File: src/rtl/lspc_pkg.sv
// Shared definitions for the LSPC VRAM CPU port: register indices as decoded
// from the 68k bus, and the state encoding of the CPU-side request FSM.
package lspc_pkg;

    localparam logic [1:0] REG_VRAMADDR = 2'd0;
    localparam logic [1:0] REG_VRAMRW   = 2'd1;
    localparam logic [1:0] REG_VRAMMOD  = 2'd2;

    typedef enum logic [1:0] {
        IDLE,
        WR_WAIT,
        INC,
        RD_WAIT
    } vram_state_t;

endpackage

File: src/rtl/lspc_vram_cpu_port_addr_step.sv
// Auto-increment address calculator for the VRAM CPU port.
// Ports:
//   addr      in  16  current VRAM address
//   modulo    in  16  REG_VRAMMOD value
//   addr_next out 16  address after one increment
// PRESERVE_MSB=1 holds bit 15 (bank select) and wraps the low 15 bits;
// PRESERVE_MSB=0 performs a plain 16-bit add.
module vram_addr_step #(
    parameter bit PRESERVE_MSB = 1'b1
) (
    input  logic [15:0] addr,
    input  logic [15:0] modulo,
    output logic [15:0] addr_next
);

    always_comb begin
        addr_next = addr + modulo;
        if (PRESERVE_MSB) begin
            addr_next = {addr[15], addr[14:0] + modulo[14:0]};
        end
    end

endmodule

File: src/rtl/lspc_vram_cpu_port.sv
// CPU-side initiator for the LSPC VRAM ports. Owns REG_VRAMADDR, REG_VRAMRW
// and REG_VRAMMOD, requests writes from the slow (low) / fast (high) cycle
// engines, applies the auto-increment and keeps a prefetched read word.
// Ports:
//   CLK, RESETP                 clock, asynchronous active-low reset
//   CPU_WR_STB/CPU_RD_STB       1-CLK register write/read pulses
//   CPU_REG, CPU_DIN, CPU_DOUT  register index, write data, read data
//   nVRAM_WRITE_REQ             low while a CPU write is pending
//   VRAM_ADDR, VRAM_WRITE       current address, latched write data
//   REG_VRAMADDR_MSB            VRAM_ADDR[15], 1 = fast/high VRAM
//   nCPU_WR_HIGH/nCPU_WR_LOW    write-taken acks from fast/slow cycles
//   RD_HIGH_STB/RD_LOW_STB      read word valid strobes
//   VRAM_HIGH_READ/VRAM_LOW_READ read words
//   BUSY                        FSM not in IDLE
module lspc_vram_cpu_port
    import lspc_pkg::*;
#(
    parameter bit          PRESERVE_MSB = 1'b1,
    parameter logic [15:0] RST_MOD      = 16'd1
) (
    input  logic        CLK,
    input  logic        RESETP,
    input  logic        CPU_WR_STB,
    input  logic        CPU_RD_STB,
    input  logic [1:0]  CPU_REG,
    input  logic [15:0] CPU_DIN,
    output logic [15:0] CPU_DOUT,
    output logic        nVRAM_WRITE_REQ,
    output logic [15:0] VRAM_ADDR,
    output logic [15:0] VRAM_WRITE,
    output logic        REG_VRAMADDR_MSB,
    input  logic        nCPU_WR_HIGH,
    input  logic        nCPU_WR_LOW,
    input  logic        RD_HIGH_STB,
    input  logic        RD_LOW_STB,
    input  logic [15:0] VRAM_HIGH_READ,
    input  logic [15:0] VRAM_LOW_READ,
    output logic        BUSY
);

    vram_state_t state;
    logic [15:0] modulo;
    logic [15:0] prefetch;
    logic [15:0] addr_next;
    logic        ack_high_q;
    logic        ack_low_q;
    logic        wr_pend;

    logic wr_addr;
    logic wr_rw;
    logic wr_mod;
    logic ack;
    logic rd_match;

    assign wr_addr = CPU_WR_STB && (CPU_REG == REG_VRAMADDR);
    assign wr_rw   = CPU_WR_STB && (CPU_REG == REG_VRAMRW);
    assign wr_mod  = CPU_WR_STB && (CPU_REG == REG_VRAMMOD);

    // Falling edge of the ack belonging to the bank currently addressed.
    assign ack = VRAM_ADDR[15] ? (ack_high_q && !nCPU_WR_HIGH)
                               : (ack_low_q  && !nCPU_WR_LOW);
    assign rd_match = VRAM_ADDR[15] ? RD_HIGH_STB : RD_LOW_STB;

    assign REG_VRAMADDR_MSB = VRAM_ADDR[15];
    assign BUSY             = (state != IDLE);

    vram_addr_step #(
        .PRESERVE_MSB(PRESERVE_MSB)
    ) u_step (
        .addr      (VRAM_ADDR),
        .modulo    (modulo),
        .addr_next (addr_next)
    );

    always_ff @(posedge CLK or negedge RESETP) begin
        if (!RESETP) begin
            state           <= IDLE;
            VRAM_ADDR       <= '0;
            VRAM_WRITE      <= '0;
            modulo          <= RST_MOD;
            prefetch        <= '0;
            CPU_DOUT        <= '0;
            nVRAM_WRITE_REQ <= 1'b1;
            ack_high_q      <= 1'b1;
            ack_low_q       <= 1'b1;
            wr_pend         <= 1'b0;
        end else begin
            ack_high_q <= nCPU_WR_HIGH;
            ack_low_q  <= nCPU_WR_LOW;

            if (CPU_RD_STB) begin
                case (CPU_REG)
                    REG_VRAMRW:  CPU_DOUT <= prefetch;
                    REG_VRAMMOD: CPU_DOUT <= modulo;
                    default:     CPU_DOUT <= '0;
                endcase
            end

            if (wr_mod) begin
                modulo <= CPU_DIN;
            end

            case (state)
                IDLE: begin
                    if (wr_rw) begin
                        VRAM_WRITE      <= CPU_DIN;
                        nVRAM_WRITE_REQ <= 1'b0;
                        state           <= WR_WAIT;
                    end else if (wr_addr) begin
                        VRAM_ADDR <= CPU_DIN;
                        state     <= RD_WAIT;
                    end
                end

                WR_WAIT: begin
                    if (wr_addr) begin
                        VRAM_ADDR <= CPU_DIN;
                    end
                    if (ack) begin
                        nVRAM_WRITE_REQ <= 1'b1;
                        state           <= INC;
                        // New data arriving with the ack is re-requested after INC.
                        if (wr_rw) begin
                            VRAM_WRITE <= CPU_DIN;
                            wr_pend    <= 1'b1;
                        end
                    end else if (wr_rw) begin
                        VRAM_WRITE <= CPU_DIN;
                    end
                end

                INC: begin
                    if (wr_addr) begin
                        VRAM_ADDR <= CPU_DIN;
                    end else begin
                        VRAM_ADDR <= addr_next;
                    end
                    if (wr_rw || wr_pend) begin
                        if (wr_rw) begin
                            VRAM_WRITE <= CPU_DIN;
                        end
                        wr_pend         <= 1'b0;
                        nVRAM_WRITE_REQ <= 1'b0;
                        state           <= WR_WAIT;
                    end else begin
                        state <= RD_WAIT;
                    end
                end

                RD_WAIT: begin
                    if (wr_rw) begin
                        VRAM_WRITE      <= CPU_DIN;
                        nVRAM_WRITE_REQ <= 1'b0;
                        state           <= WR_WAIT;
                    end else if (wr_addr) begin
                        VRAM_ADDR <= CPU_DIN;
                    end else if (rd_match) begin
                        prefetch <= VRAM_ADDR[15] ? VRAM_HIGH_READ : VRAM_LOW_READ;
                        state    <= IDLE;
                    end
                end

                default: state <= IDLE;
            endcase
        end
    end

endmodule
File: config.mk
export PLATFORM = sky130hd
export DESIGN_NAME = lspc_vram_cpu_port
export DESIGN_NICKNAME = d
export VERILOG_FILES = /design/src/rtl/lspc_pkg.sv /design/src/rtl/lspc_vram_cpu_port_addr_step.sv /design/src/rtl/lspc_vram_cpu_port.sv
export SDC_FILE = /design/constraint.sdc
export NUM_CORES = 1
export LEC_CHECK = 0
export ABC_CLOCK_PERIOD_IN_PS = 2350
export BUFFER_PORTS_ARGS = -buffer_cell sky130_fd_sc_hd__buf_2
export CELL_PAD_IN_SITES_DETAIL_PLACEMENT = 1
export CELL_PAD_IN_SITES_GLOBAL_PLACEMENT = 1
export CORE_MARGIN = 3
export CORE_UTILIZATION = 37
export CTS_CLUSTER_SIZE = 14
export DETAILED_ROUTE_END_ITERATION = 10
export HOLD_SLACK_MARGIN = 0.1
export PLACE_DENSITY_LB_ADDON = 0.08
export SYNTH_ARGS = -nofsm -noshare
export SYNTH_HDL_FRONTEND = slang
export SYNTH_SLANG_ARGS = --single-unit
File: constraint.sdc
create_clock -name CLK -period 2.35 [get_ports CLK]
set_input_delay 0.235 -clock CLK [delete_from_list [all_inputs] [get_ports CLK]]
set_output_delay 0.235 -clock CLK [all_outputs]
set_load 0.05 [all_outputs]
==> results of run 1 <==
==> sequential cells by signal (all words and copies together) (netlist names) <==
register,flops
VRAM_ADDR,16
CPU_DOUT,16
nVRAM_WRITE_REQ,1
prefetch,16
modulo,16
VRAM_WRITE,16
wr_pend,1
state,2
ack_high_q,1
ack_low_q,1
==> placed cells by master (no fill, tap or decap), drive strengths merged, types with 2 or more instances in the layout <==
master       count
a211oi           3
nor2b            2
o22a             2
a21oi           20
a31oi            2
nor3             4
o21ai           43
nor2             7
and3             3
nand2           39
mux2            35
nand3            7
and2             2
inv             25
a21o             5
or3              5
nand4            2
a211o            2
a22oi           17
o21a             4
mux2i           20
dfstp            4
o22ai           21
buf            121
dfrtp           82
ha              21
clkbuf          13
xor2             7
dlygate4sd3      3
==> final cells by class <==
class                           instances  area [sq um]
Timing Repair Buffer                  124           683
Clock buffer                           13           260
Tap cell                              143           179
Clock inverter                          3          42.5
Fill cell                            1340          6060
Multi-Input combinational cell        286          2130
Sequential cell                        86          2160
Inverter                               25          93.8
==> what timing repair did <==
action                                  in CTS  in global routing
hold buffers                                 3                  0
gates resized for setup                      0                  2
endpoints found under the hold margin       56                  0
endpoints found under the setup margin       0                  4
buffers inserted                             0                  2
==> cell families after synthesis <==
group | synth area share (%)
adder cells (fa/ha/maj) | 6.32
multiplexers | 13.3
flip-flops | 48.2
XOR/XNOR | 1.57
AO/OA/AOI/OAI | 18.7
buffers and inverters | 4.28
AND/OR/NAND/NOR | 7.55
==> critical path, stage by stage, from the launching register on <==
cell and delay [ps]:
dfrtp_2 410, ha_2 200, fa_2 370, a211oi_2 230, o21ai_2 100, o221a_4 290, a21oi_4 160, nor4_1 80
a211o_1 270
==> metrics by stage <==
stage	util [%]	area [sq um]	total power, mW
5_1_grt	47.8	5550	7.85
3_3_place_gp	44.8	5200	5.70
3_5_place_dp	44.8	5200	5.82
2_1_floorplan	-	4480	4.87
4_1_cts	47.6	5530	7.32
6_report	47.8	5550	7.29
==> per-layer routing <==
| layer | global-route usage (%) | vias up | wire [microns] |
|---|---|---|---|
| li1 | - | 1745 | - |
| met1 | 28.3 | 1853 | 6100 |
| met2 | 31.4 | 83 | 5970 |
| met3 | 3.13 | 10 | 559 |
| met4 | 6.42 | 0 | 161 |
| met5 | 0 | - | 0 |
==> worst min-delay path by stage <==
stage | endpoint | slack, ps
global route | modulo[15] | 170
floorplan | CPU_DOUT[0] | -60
detailed placement | ack_high_q | 360
CTS | modulo[5] | 160
global placement | ack_low_q | 350
finish | modulo[13] | 160
==> report_power, final <==
part / total, mW / internal [mW] / leakage (nW) / switching, mW
registers: 2.26 / 1.92 / 1.05 / 0.339
clock network: 1.46 / 0.881 / 0.146 / 0.579
logic: 3.57 / 1.24 / 1.47 / 2.33
total: 7.29 / 4.05 / 2.66 / 3.24
==> metrics, run 1 <==
outcome=finished, final reports clean; largest cells by area after synthesis=dfrtp_1, mux2_2, ha_1; vias=about 3,700; later-pin clock latency in the skew report=340 ps; layout cells sized above 1=~35%; cell leakage power=~2.7 nW; fmax=approximately 450 MHz; PortBufs=between 100 and 150; hold path cells=2; maximum vdd drop=around 0.61 mV; Syn Nets=between 400 and 500; post-synth top area share=45.9%; Setup CP Type=reg2reg; ant diodes=0; DP Worst Slack=around 34 ps; Synth top cells by count=dfrtp_1, o21ai_0, nand2_1; largest net degree at the start of global routing=60; Final Skew=~8.6 ps; mean post-synth cell area=between 10 and 15 sq um; crit end category=flip-flop; Initial Util=roughly two fifths; PwrDens=between 1000 and 1500 nW/um^2; Die Y=around 120 microns; fraction of registers with async set/reset=100%; relative slew slack=approximately 47%; vias in the first global route=about 3,900; die width=around 120 microns; Initial DRC Count=180; reg-to-reg startpoint=VRAM_ADDR[0]; total number of yosys warnings=0; synthesized instance count=between 400 and 500; Fin. Hold Viols=0; RSZ-0062 raised after global routing=no; Setup crit end=VRAM_ADDR[14]; max-slew violations=0; Routability Congestion=around 0.79; worst setup path start=VRAM_ADDR[0]; Area Overhead vs Synth=24.1%; DP Wirelength=about 9400 microns; hold path start=CPU_DIN[13]; Worst Setup Slack, final=about 100 ps; GR Util All Layers=between 10% and 20%; setup_tns=0 ps; area of the die=around 13,000 sq um; Post-synth EDFFs=0; Worst-Margin Slew=roughly 800 ps; CTS tree=built; root buffer cell=clkbuf_16; crit-path max FO=3; Crit Reg-Reg Endpoint=VRAM_ADDR[14]; Tmin final=approximately 2200 ps; worst hold slack=approximately 160 ps; initial antenna violation count=0; CP arrival=approximately 2500 ps; Nets=slightly above 600; global route overflow=0; ys flop type=dfrtp_1; WL final=12,800 microns; num rows=39; hold crit path type=in2reg; MaxCap Viol Count=0; Core ar.=between 10,000 and 15,000 sq um; critical path required time=about 2600 ps; drt wl/cell=around 19 microns; first-pass GRT wire length=about 21,000 microns; Synth Register Bits=86; H-tree levels=3; final period utilization=a little over nine tenths; Netlist cell types=53; most numerous cell in the Yosys netlist=dfrtp_1; sequential element share of the synthesized area=roughly 48%; CTS Buf Count=9; Clock Tree Buf Depth=2; Finished Layout Cells=just under 700; R2R Setup Slk=between 100 and 150 ps; number of vias per cell=roughly 5.4; startpoint types=flip-flop; Synth area leader=dfrtp_1; Worst R2R Path Depth=8; Netlist Area Pre-Place=4470 sq um; Finish-stage setup viols=0; number of remaining DRC errors=0; number of routed nets with antenna violations=0; clock sinks=86; dpl cells=659; I/O pins=~110; DR pass1 iterations=4; Clock transition at path regs=70 ps
(Power assumes the default switching activity.)
==> inputs of run 2 (changes only) <==
--- a/config.mk
+++ b/config.mk
@@ -14,7 +14,7 @@
 export CTS_CLUSTER_SIZE = 14
 export DETAILED_ROUTE_END_ITERATION = 10
 export HOLD_SLACK_MARGIN = 0.1
-export PLACE_DENSITY_LB_ADDON = 0.08
+export PLACE_DENSITY = 0.83
 export SYNTH_ARGS = -nofsm -noshare
 export SYNTH_HDL_FRONTEND = slang
 export SYNTH_SLANG_ARGS = --single-unit
==> metrics, run 2 (synthesized netlist as in run 1, its figures left out) <==
CTS tree=built; hold path cells=2 (unchanged); final period utilization=98.4% (+2.8 points); first-pass GRT wire length=20,600 microns (about the same); RSZ-0062 raised after global routing=yes; hold crit path type=in2reg; setup_tns=0 ps (unchanged); Worst-Margin Slew=797 ps (-4.04 ps); number of vias per cell=5.46 (+0.50%); drt wl/cell=19.0 microns (+1.2%); area of the die=13,400 sq um (unchanged); later-pin clock latency in the skew report=340 ps (about the same); reg-to-reg startpoint=VRAM_ADDR[0]; vias=3,715 (+0.65%); maximum vdd drop=0.622 mV (+1.7%); dpl cells=660 (+0.15%); DP Wirelength=9860 microns (+4.4%); PwrDens=1310 nW/um^2 (-0.45%); number of routed nets with antenna violations=0 (unchanged); I/O pins=109 (unchanged); max-slew violations=0 (unchanged); global route overflow=0 (unchanged); Final Skew=9.06 ps (+0.499 ps); DR pass1 iterations=4 (unchanged); Worst Setup Slack, final=37.2 ps (-66.2 ps); Routability Congestion=0.845 (+7.1%); num rows=39 (unchanged); Power, Total=7.28 mW (-0.20%); startpoint types=flip-flop; Area Overhead vs Synth=24.4%; outcome=finished, final reports clean; Finish-stage setup viols=0 (unchanged); Initial DRC Count=191 (+6.1%); H-tree levels=3 (unchanged); register area=2160 sq um (unchanged); root buffer cell=clkbuf_16; Core ar.=11,600 sq um (unchanged); initial antenna violation count=0 (unchanged); Fin. Hold Viols=0 (unchanged); crit-path max FO=3 (unchanged); worst hold slack=159 ps (-5.60 ps); Setup CP Type=reg2reg; clock sinks=86 (unchanged); Tmin final=2310 ps (+66.2 ps); fillcell total=1,335 (-0.37%); Hold EP=VRAM_WRITE[4]; R2R Setup Slk=40 ps (-70 ps); Clock Tree Buf Depth=2 (unchanged); Initial Util=38.5% (unchanged); hold path start=CPU_DIN[4]; Nets=613 (+0.16%); Worst R2R Path Depth=8 (unchanged); crit end category=flip-flop; critical path required time=2580 ps (about the same); PortBufs=108 (unchanged); vias in the first global route=3,878 (+0.23%); fmax=432 MHz (-2.9%); DP Worst Slack=79.8 ps (+46.0 ps); most common cell after layout, fill and taps aside=buf_2; layout cells sized above 1=35.5% (+0.12 points); Die Y=116 microns (unchanged); multi-input logic area=2160 sq um (+1.3%); Clock transition at path regs=60 ps (about the same); Crit Reg-Reg Endpoint=VRAM_ADDR[10]; CP arrival=2540 ps (+70 ps); relative slew slack=46.7% (+0.14 points); Finished Layout Cells=681 (+0.15%); CTS Buf Count=9 (unchanged); ant diodes=0 (unchanged); largest net degree at the start of global routing=40 (-33%); GR Util All Layers=19.9% (-0.035 points); number of remaining DRC errors=0 (unchanged); MaxCap Viol Count=0 (unchanged); WL final=13,000 microns (+1.4%); die width=116 microns (unchanged); cell leakage power=2.65 nW (-0.23%); commonest cells after routing, fill and taps aside=buf_2, dfrtp_1, o21ai_0
## run 2: through the flow
step | instance area, sq um | util [%]
5_1_grt | 5560 | 47.9
3_5_place_dp | 5200 | 44.8
4_1_cts | 5520 | 47.5
3_3_place_gp | 5200 | 44.8
6_report | 5560 | 47.9
2_1_floorplan | 4480 | -
## run 2: final cells by class
type	instances	area share (%)
tap	143	3.22
clock inverter	3	0.360
clock buffer	13	4.68
sequential	86	38.8
timing repair buffer	125	12.4
inverter	25	1.69
multi-input combinational	286	38.8
## run 2: critical path: stages (launching register included)
cell and delay, ps:
dfrtp_2 430, ha_4 170, fa_2 390, a211oi_4 280, o21ai_2 120, o221a_4 320
o21ai_0 220, a31oi_1 140, o21a_1 140
## run 2: worst max-delay path by stage
stage	startpoint	endpoint	slack (ps)	cells after the start
global route	VRAM_ADDR[0]	VRAM_ADDR[14]	-7	8
CTS	VRAM_ADDR[0]	VRAM_ADDR[14]	30	8
floorplan	VRAM_ADDR[0]	VRAM_ADDR[14]	20	8
global placement	VRAM_ADDR[0]	VRAM_ADDR[14]	110	8
finish	VRAM_ADDR[0]	VRAM_ADDR[10]	40	8
detailed placement	VRAM_ADDR[0]	VRAM_ADDR[14]	80	8
## run 2: per-layer routing
| layer | track usage (%) | share of wire [%] | wire length (microns) | vias to the layer above |
|---|---|---|---|---|
| met5 | 0 | 0 | 0 | - |
| met4 | 7.97 | 1.9 | 243 | 0 |
| met3 | 3.24 | 5.9 | 771 | 17 |
| met2 | 32.5 | 49 | 6370 | 94 |
| met1 | 26.5 | 43 | 5590 | 1860 |
| li1 | - | - | - | 1744 |
## run 2: what timing repair did
action / in CTS / in global routing
hold buffers: 3 / 0
pin swaps: 1 / 10
endpoints found under the setup margin: 1 / 3
endpoints found under the hold margin: 38 / 0
buffers inserted: 0 / 2
gates resized for setup: 0 / 4
## run 2: where the power goes
part | leakage [nW] | switching [mW] | internal [mW]
logic | 1.47 | 2.40 | 1.26
registers | 1.05 | 0.348 | 1.92
clock network | 0.132 | 0.566 | 0.773
total | 2.65 | 3.32 | 3.96
==> inputs of run 3 (changes only) <==
==> constraint.sdc (replaced) <==
create_clock -name CLK -period 2.35 [get_ports CLK]
set_input_delay 0.1175 -clock CLK [delete_from_list [all_inputs] [get_ports CLK]]
set_output_delay 0.1175 -clock CLK [all_outputs]
set_load 0.05 [all_outputs]
==> metrics, run 3 (synthesized netlist as in run 1, its figures left out) <==
Core ar.=11,600 sq um (unchanged); CP delay by family, top=compound AO/OA/AOI/OAI gates; number of routed nets with antenna violations=0 (unchanged); Final Skew=7.54 ps (-1.52 ps); hold path start=CPU_DIN[8]; MaxCap Viol Count=0 (unchanged); multi-input logic area=2140 sq um (-0.75%); CP arrival=2490 ps (-50 ps); vias in the first global route=4,022 (+3.7%); max-slew violations=0 (unchanged); DP Wirelength=9520 microns (-3.5%); post-route cell area=5770 sq um (+3.8%); Die Y=116 microns (unchanged); hold crit path type=in2reg; layout cells sized above 1=34.4% (-1.1 points); DP Worst Slack=62.2 ps (-17.6 ps); setup_tns=0 ps (unchanged); Area Overhead vs Synth=29.1%; ant diodes=0 (unchanged); H-tree levels=3 (unchanged); crit-path max FO=3 (unchanged); Power, Total=7.56 mW (+3.9%); outcome=finished, final reports clean; Worst-Margin Slew=655 ps (-142 ps); register area=2160 sq um (unchanged); area of the die=13,400 sq um (unchanged); critical path's largest stage delay=430 ps (about the same); commonest cells after routing, fill and taps aside=buf_2, dfrtp_1, nand2_1, o21ai_0, mux2_2; PwrDens=1310 nW/um^2 (about the same); Finished Layout Cells=699 (+2.6%); fillcell total=1,333 (-0.15%); Tmin final=2260 ps (-48.8 ps); Initial Util=38.5% (unchanged); CTS tree=built; CTS Buf Count=9 (unchanged); Worst Setup Slack, final=85.9 ps (+48.8 ps); root buffer cell=clkbuf_16; dpl cells=658 (-0.30%); first-pass GRT wire length=21,500 microns (+4.1%); PortBufs=108 (unchanged); Finish-stage setup viols=0 (unchanged); final period utilization=96.3% (-2.1 points); num rows=39 (unchanged); relative slew slack=56.3% (+9.6 points); worst setup path start=VRAM_ADDR[0]; Clock Tree Buf Depth=2 (unchanged); crit end category=flip-flop; most common cell after layout, fill and taps aside=buf_2; DR pass1 iterations=4 (unchanged); clock sinks=86 (unchanged); placed cell area=5190 sq um (-0.29%); startpoint types=flip-flop; largest net degree at the start of global routing=48 (+20%); I/O pins=109 (unchanged); reg-to-reg startpoint=VRAM_ADDR[0]; Crit path buffers/inverters=0 (unchanged); Fin. Hold Viols=0 (unchanged); CP cell instances=ha_4 -> fa_2 -> a211oi_2 -> o21ai_2 -> o221a_4 -> o21ai_1 -> a31oi_1 -> o21a_1; die width=116 microns (unchanged); Nets=631 (+2.9%); global route overflow=0 (unchanged); later-pin clock latency in the skew report=340 ps (about the same); Routability Congestion=0.846 (+0.14%); initial antenna violation count=0 (unchanged); cell leakage power=2.75 nW (+3.8%); vias=3,827 (+3.0%); GR Util All Layers=20.5% (+0.62 points); number of vias per cell=5.47 (+0.36%); maximum vdd drop=0.696 mV (+12%); WL final=13,800 microns (+6.2%); Initial DRC Count=234 (+23%); fmax=442 MHz (+2.2%); critical path required time=2570 ps (about the same); Setup CP Type=reg2reg; number of remaining DRC errors=0 (unchanged); drt wl/cell=19.7 microns (+3.5%); CP max stage cell=dfrtp_2; Clock transition at path regs=60 ps (about the same)
## run 3: report_power, final
part / internal [mW] / switching, mW
logic: 1.28 / 2.43
registers: 1.92 / 0.371
clock network: 0.965 / 0.589
total: 4.17 / 3.39
## run 3: worst paths after layout
kind                            endpoint  slack [ps]  depth (start not counted)
max                        VRAM_ADDR[10]          90                          8
min                            modulo[8]         110                          2
max reg2reg                VRAM_ADDR[10]          90                          8
min reg2reg                  prefetch[8]         500                          2
max in group asynchronous   prefetch[13]        1360                          3
min in group asynchronous  VRAM_WRITE[3]         340                          2
## run 3: layout make-up
type / count / share of cell area [%]
flip-flops and latches: 86 / 37.4
well taps: 143 / 3.10
repair buffers: 143 / 15.1
multi-input cells: 286 / 37.1
clock inverters: 5 / 1.43
clock buffers: 11 / 4.20
inverters: 25 / 1.63
## run 3: metrics by stage
stage | hold WS, ps | utilization [%]
after floorplan | -178 | -
after global placement | 183 | 44.7
after detailed placement | 180 | 44.7
after CTS | 106 | 49.4
after global routing | 110 | 49.7
final | 113 | 49.7
## run 3: worst reg2reg max path, cell delays in order, from the launching register on
cell and delay, ps:
dfrtp_2 430, ha_4 180, fa_2 370, a211oi_2 270
o21ai_2 110, o221a_4 320, o21ai_1 200, a31oi_1 130
o21a_1 150
## run 3: timing repair
item                                   CTS  global route
pin swaps                                1             8
hold buffers                            22             0
setup buffers                            0             3
setup endpoints to repair                1             3
endpoints found under the hold margin   77             0
resized for setup                        0             3
## run 3: per-layer routing
metal | share of wire (%) | up-vias | track usage (%)
li1 | - | 1776 | -
met1 | 44 | 1912 | 27.5
met2 | 49 | 125 | 34.8
met3 | 5.1 | 14 | 2.98
met4 | 1.3 | 0 | 5.57
met5 | 0 | - | 0
